==> config.mk <==
export PLATFORM = sky130hd
export DESIGN_NAME = serial_adder_ctrl
export DESIGN_NICKNAME = d
export VERILOG_FILES = /design/src/rtl/serial_adder_pkg.sv /design/src/rtl/serial_fa_bit.sv /design/src/rtl/serial_adder_ctrl.sv
export SDC_FILE = /design/constraint.sdc
export NUM_CORES = 1
export LEC_CHECK = 0
export CORE_MARGIN = 2
export CORE_UTILIZATION = 46
export DETAILED_ROUTE_END_ITERATION = 8
export PLACE_DENSITY = 0.73
export SYNTH_ARGS = -nofsm -noshare
export SYNTH_HDL_FRONTEND = slang
export SYNTH_HIERARCHICAL = 1
export SYNTH_SLANG_ARGS = --single-unit
export TNS_END_PERCENT = 50
==> constraint.sdc <==
create_clock -name clk -period 1.6 [get_ports clk]
set_clock_uncertainty 0.2 [all_clocks]
set_input_delay 0.48 -clock clk [delete_from_list [all_inputs] [get_ports clk]]
set_output_delay 0.48 -clock clk [all_outputs]
set_load 0.01 [all_outputs]
==> src/rtl/serial_adder_pkg.sv <==
// serial_adder_pkg
//   Shared types and constants for the bit-serial adder controller.
//   - state_t  : controller state encoding (IDLE / RUN / DONE)
//   - STATE_W  : width of the state encoding
//   - cnt_width: bit-counter width for a given operand width (minimum 1)
package serial_adder_pkg;

  localparam int STATE_W = 2;

  typedef enum logic [STATE_W-1:0] {
    ST_IDLE = 2'd0,
    ST_RUN  = 2'd1,
    ST_DONE = 2'd2
  } state_t;

  // A 1-bit operand still needs a 1-bit counter; $clog2(1) would give 0.
  function automatic int cnt_width(input int w);
    return (w > 1) ? $clog2(w) : 1;
  endfunction

endpackage

==> src/rtl/serial_fa_bit.sv <==
// serial_fa_bit
//   Combinational one-bit full adder built from two half adders and an OR.
//   Ports:
//     a, b  in  operand bits
//     cin   in  carry in
//     s     out sum bit
//     cout  out carry out
module serial_fa_bit (
  input  logic a,
  input  logic b,
  input  logic cin,
  output logic s,
  output logic cout
);

  logic hs1_s;
  logic hs1_c;
  logic hs2_c;

  // first half adder: a + b
  assign hs1_s = a ^ b;
  assign hs1_c = a & b;

  // second half adder: partial sum + cin
  assign s     = hs1_s ^ cin;
  assign hs2_c = hs1_s & cin;

  assign cout  = hs1_c | hs2_c;

endmodule

==> src/rtl/serial_adder_ctrl.sv <==
// serial_adder_ctrl
//   Bit-serial adder controller. Captures two WIDTH-bit operands on an
//   accepted start, feeds them LSB first through a one-bit full adder, one
//   bit per clock, and presents sum/carry_out with a one-cycle done strobe.
//
//   Optional feature: define SERIAL_ADD_SUB_EN to add the 'sub' port. With
//   sub=1 the b bits are inverted into the adder and the carry starts at 1,
//   giving op_a - op_b; carry_out=1 then means no borrow.
//
//   Parameters:
//     WIDTH      operand/result width (>=1)
//   Ports:
//     clk        clock, rising edge
//     rst_n      asynchronous active-low reset
//     start      request, sampled only while ready=1
//     op_a/op_b  operands, captured on the accepted start edge
//     sub        subtract select (SERIAL_ADD_SUB_EN only)
//     ready      high in IDLE
//     busy       high in RUN
//     done       one-cycle strobe in DONE
//     sum        result, held until the next completed operation
//     carry_out  final carry, held with sum
//
//   Handshake: a request is accepted on any rising edge where start=1 and
//   ready=1. start is ignored in every other state; there is no back-pressure
//   on done, which is a single-cycle strobe that the requester must observe.
module serial_adder_ctrl
  import serial_adder_pkg::*;
#(
  parameter int WIDTH = 8
) (
  input  logic             clk,
  input  logic             rst_n,
  input  logic             start,
  input  logic [WIDTH-1:0] op_a,
  input  logic [WIDTH-1:0] op_b,
`ifdef SERIAL_ADD_SUB_EN
  input  logic             sub,
`endif
  output logic             ready,
  output logic             busy,
  output logic             done,
  output logic [WIDTH-1:0] sum,
  output logic             carry_out
);

  localparam int CNT_W = cnt_width(WIDTH);

  state_t           state;
  state_t           state_next;

  logic [WIDTH-1:0] a_sr;
  logic [WIDTH-1:0] b_sr;
  logic [WIDTH-1:0] res_sr;
  logic [WIDTH-1:0] res_next;
  logic             c_reg;
  logic [CNT_W-1:0] bit_cnt;

  logic             accept;
  logic             last_bit;
  logic             b_bit;
  logic             carry_init;
  logic             s_bit;
  logic             c_next;

`ifdef SERIAL_ADD_SUB_EN
  logic             sub_q;
  // Inverting b at the slice input is equivalent to inverting it on capture.
  assign b_bit      = b_sr[0] ^ sub_q;
  assign carry_init = sub;
`else
  assign b_bit      = b_sr[0];
  assign carry_init = 1'b0;
`endif

  assign accept   = (state == ST_IDLE) && start;
  assign last_bit = (bit_cnt == CNT_W'(WIDTH - 1));

  serial_fa_bit u_fa (
    .a    (a_sr[0]),
    .b    (b_bit),
    .cin  (c_reg),
    .s    (s_bit),
    .cout (c_next)
  );

  // New sum bit enters at the MSB so after WIDTH shifts bit 0 is the LSB.
  always_comb begin
    res_next            = res_sr >> 1;
    res_next[WIDTH-1]   = s_bit;
  end

  // ---------------------------------------------------------------- FSM
  always_ff @(posedge clk or negedge rst_n) begin
    if (!rst_n) begin
      state <= ST_IDLE;
    end else begin
      state <= state_next;
    end
  end

  always_comb begin
    state_next = state;
    case (state)
      ST_IDLE: if (start)    state_next = ST_RUN;
      ST_RUN:  if (last_bit) state_next = ST_DONE;
      ST_DONE:               state_next = ST_IDLE;
      default:               state_next = ST_IDLE;
    endcase
  end

  always_comb begin
    ready = (state == ST_IDLE);
    busy  = (state == ST_RUN);
    done  = (state == ST_DONE);
  end

  // ----------------------------------------------------------- datapath
  always_ff @(posedge clk or negedge rst_n) begin
    if (!rst_n) begin
      a_sr      <= '0;
      b_sr      <= '0;
      res_sr    <= '0;
      c_reg     <= 1'b0;
      bit_cnt   <= '0;
      sum       <= '0;
      carry_out <= 1'b0;
`ifdef SERIAL_ADD_SUB_EN
      sub_q     <= 1'b0;
`endif
    end else if (accept) begin
      a_sr    <= op_a;
      b_sr    <= op_b;
      res_sr  <= '0;
      c_reg   <= carry_init;
      bit_cnt <= '0;
`ifdef SERIAL_ADD_SUB_EN
      sub_q   <= sub;
`endif
    end else if (state == ST_RUN) begin
      a_sr    <= a_sr >> 1;
      b_sr    <= b_sr >> 1;
      res_sr  <= res_next;
      c_reg   <= c_next;
      bit_cnt <= bit_cnt + 1'b1;
      // Result becomes visible only once the whole word is formed.
      if (last_bit) begin
        sum       <= res_next;
        carry_out <= c_next;
      end
    end
  end

endmodule
==> summary by stage <==
Status
The run finished, with violations left. The checks that failed: negative setup slack.

Placed design
The routability congestion estimate from global placement is 0.7879. The placed wire-length estimate is roughly 2.3 mm. Input and output buffers added on the ports amount to 30.

The setup slack at placement is -0.5057 ns.

CTS
The H-tree was split into 2 levels. The clock latency of the later-clocked register in the worst-skew pair is 0.36 ns. The largest buffer count on any clock path is 2. Buffers inserted during clock tree synthesis total 5. For this design, the sink count on the clock tree is 38.

The clock input transition at the sequential cells of the worst setup and hold paths is between 0.1 and 0.15 ns. The CTS tree is done. The root buffer cell chosen for the clock tree is sky130_fd_sc_hd__clkbuf_4.

Finish
The largest registers in the layout are a_sr: 8 flops, b_sr: 8 flops, sum: 8 flops. The relative area change from synthesis to final layout is 34.55%. The number of antenna diodes in the final layout is 0. The net count reported at finish is about 210.

Cells with a size suffix above 1 make up around 33% of the layout. Counting the fill cells in the layout gives between 200 and 300. The top cell types in the final layout, fill and taps aside, are sky130_fd_sc_hd__dfrtp_1 (38), sky130_fd_sc_hd__buf_4 (23), sky130_fd_sc_hd__inv_1 (18), sky130_fd_sc_hd__clkdlybuf4s50_1 (17), sky130_fd_sc_hd__buf_2 (13).

The most frequent standard cell in the layout excluding fill and tap cells is sky130_fd_sc_hd__dfrtp_1.

Floorplan
For this configuration, the core starts out at a cell density of around half. From bottom edge to top edge, the die measures 64.51 microns. The floorplan step defined a core boundary enclosing between 3000 and 4000 sq um. The floorplan row count is 21.

From left edge to right edge, the die measures 64.51 microns. The floorplan step defined a die boundary enclosing 4161 sq um. 31 I/O pins were placed.

Critical path
STA classifies the critical path endpoint as an output pin. The endpoint of the lowest-slack register-to-register path is carry_out. On the worst path, the slowest cell contributes a delay of 0.43 ns.

The worst flop-to-flop path startpoint is state[1]. Together, buffers and inverters on the worst path number 2. In this run the worst setup path begins at state[1]. For the worst setup path, the data required time is 0.92 ns.

Along the worst path, the maximum fanout reaches 3. Counting buffers and inverters, the worst setup path is 3 cells deep. The worst reg-to-reg path cell count is 5. The worst path arrival time is ~1.2 ns. Traced cell by cell, the critical path runs through or2_1 -> inv_1 -> buf_2. The critical path is of the register to output pin type. The kind of cell adding the most delay to the critical path is flip-flops. The critical path's slowest cell is sky130_fd_sc_hd__dfrtp_1. The critical path startpoint category is a register. The worst reg-to-reg setup slack is -0.08 ns.

Global routing
The pin count of the biggest net entering global routing is 24. The overall fraction of global-route tracks in use is between 10% and 20%. The met3 usage is 4.514%. The layer carrying the most global-route usage is met2.

The initial antenna violation count is 0. The global-route wire length before repair is just under 6 mm. The number of global-route vias before repair is roughly 1300. For this run, global-route usage on met2 was measured as 31.51%. Global routing consumed, on the met1 layer, between 20 and 25% of the routing resources. The leftover overflow at the end of global routing is 0.

Timing
Subtracting the final worst setup slack from the clock period gives around 1.9 ns. The part of the cycle the worst path needs is 118.8%. The number of hold violations in the final report is 0.

The setup slack after layout is -0.3011 ns. Static timing analysis puts the maximum clock frequency at 0.5260 GHz. Setup repair after global routing could not meet its margin everywhere.

Setup violations remaining at the end of the flow were counted as 14. At the pin with the least slew margin, the transition time is between 0.3 and 0.4 ns. The tightest slew margin relative to the limit is between 70% and 80%.

On the final layout, the worst hold slack is 0.3054 ns. The max-slew violation count came to 0.

Pwr
The share of total power in sequential cells is between 40% and 50%. The peak supply drop is between 0.7 and 0.8 mV. The switching component of the power is between 0.001 and 0.0015 W. Of the total power, combinational logic draws between 40 and 50%. The clock group share of total power is a little under an eighth. The switching power share of the total is about a third. The internal power of the cells totals 0.002690 W.

The leakage power total is ~1.1 nW. Summing internal, switching and leakage power gives a little over 0.004 W. The cell area power density is roughly 1800 nW/um^2.

Job
The tool flagged a number of max-cap violations equal to 0.

Synth
The count of distinct cell types in the synthesized netlist is 23. Yosys printed 6 warnings. The number of instances in the synthesized netlist is 133.

Synthesis inferred 38 register bits. The number of nets in the synthesized netlist is 155. The cell taking the most area after synthesis is sky130_fd_sc_hd__dfrtp_1. In the post-synthesis netlist, the biggest area contributors are sky130_fd_sc_hd__dfrtp_1 (56%), sky130_fd_sc_hd__mux2_4 (8.0%), sky130_fd_sc_hd__a222oi_1 (6.5%). A synthesized cell averages approximately 13 sq um. The combined area of all synthesized cells is between 1500 and 2000 sq um. The share of the yosys chip area belonging to registers is a little under three fifths. The share of the synthesized area in the top cell type is about 56%.

Route
The detailed router finished its first iteration with approximately 110 violations. The length of the first detailed-routing pass in iterations is 5. Detailed routing inserted a total of 1307 vias. The DRC violation count after routing is 0. The overall routed net length is roughly 3.6 mm.

Dividing the detail-routed via count by the number of cells gives 5.492. The detail route stage leaves a number of antenna-violating nets equal to 0. In the final routed layout, each cell accounts on average for between 15 and 20 microns.

Hold path
The startpoint identified for the worst hold timing path is b_sr[7]. The number of cells traversed by the worst hold path is 2. The type of the worst min-delay path is register to register. The endpoint of the worst hold-timing path is b_sr[7].
## how the worst max path moves through the flow
stage | end | slack, ns
after floorplan | carry_out | 0.008
after global placement | b_sr[4] | -0.44
after detailed placement | b_sr[5] | -0.51
after CTS | ready | -0.29
after global routing | ready | -0.36
final | ready | -0.30
## Yosys cell counts
master / number
sky130_fd_sc_hd__buf_6: 1
sky130_fd_sc_hd__mux2_4: 9
sky130_fd_sc_hd__buf_2: 4
sky130_fd_sc_hd__a22o_1: 10
sky130_fd_sc_hd__fa_1: 1
sky130_fd_sc_hd__nor2_1: 11
sky130_fd_sc_hd__buf_4: 4
sky130_fd_sc_hd__a211oi_1: 3
sky130_fd_sc_hd__nor2b_4: 1
sky130_fd_sc_hd__o221ai_1: 2
sky130_fd_sc_hd__nand2_1: 4
sky130_fd_sc_hd__dfrtp_1: 38
sky130_fd_sc_hd__o21bai_4: 1
sky130_fd_sc_hd__inv_1: 18
sky130_fd_sc_hd__nor3b_1: 3
sky130_fd_sc_hd__nand3b_1: 1
sky130_fd_sc_hd__or2_1: 2
sky130_fd_sc_hd__a21oi_1: 1
sky130_fd_sc_hd__ha_1: 2
sky130_fd_sc_hd__nor2b_1: 2
sky130_fd_sc_hd__a222oi_1: 11
sky130_fd_sc_hd__mux2_2: 1
sky130_fd_sc_hd__nor4b_1: 3
## tightest hold or removal path: stages, from the launching register on
cell                       delay [ns]
sky130_fd_sc_hd__dfrtp_1         0.36
sky130_fd_sc_hd__nand2_1         0.06
sky130_fd_sc_hd__o221ai_1        0.06
## power groups by stage
stage                     combinational [W]  sequential, W  clock (W)
after floorplan                     0.00113        0.00166          0
after global placement              0.00172        0.00164          0
after detailed placement            0.00178        0.00166          0
after CTS                           0.00185        0.00163   0.000474
after global routing                0.00214        0.00169   0.000533
final                               0.00195        0.00163   0.000470
## routing by layer
metal	routed length [microns]	share of wire (%)
met1	1489	41
met4	105	2.9
met3	238	6.5
met2	1810	50
met5	0	0
## kinds of logic (layout without fill, tap and decap cells)
| group | Yosys count | in the layout | share of synthesized area, % |
|---|---|---|---|
| buffers and inverters | 27 | 86 | 7.652 |
| adders and majority gates | 3 | 3 | 2.674 |
| muxes | 10 | 10 | 8.692 |
| AOI/OAI and AO/OA | 28 | 28 | 15.53 |
| DFF | 38 | 38 | 56.46 |
| and+or+nand+nor | 27 | 27 | 8.989 |
## final cells by class
type | count | area (sq um) | area share, %
tap | 46 | 57.56 | 2.540
multi-input combinational | 68 | 626.9 | 27.66
sequential | 38 | 950.9 | 41.97
inverter | 18 | 67.56 | 2.982
timing repair buffer | 61 | 518.0 | 22.86
clock buffer | 7 | 45.04 | 1.988
## through the flow
stage / utilization (%) / std cells / TNS (ns) / area, sq um
after CTS: 64.47 / 232 / -1.655 / 2202
after global routing: 66.34 / 238 / -2.624 / 2266
after floorplan: - / 133 / 0 / 1690
final: 66.34 / 238 / -1.547 / 2266
after global placement: 61.94 / 215 / -10.93 / 2116
after detailed placement: 61.94 / 215 / -12.05 / 2116
## what timing repair did
item	4_1_cts	5_1_grt
gates resized for setup	54	4
buffers inserted	9	5
hold buffers	1	0
pin swaps	2	4
hold endpoints to repair	15	0
gates cloned	0	1
endpoints found under the setup margin	40	31
No activity file was read; power rests on OpenSTA's default activity.
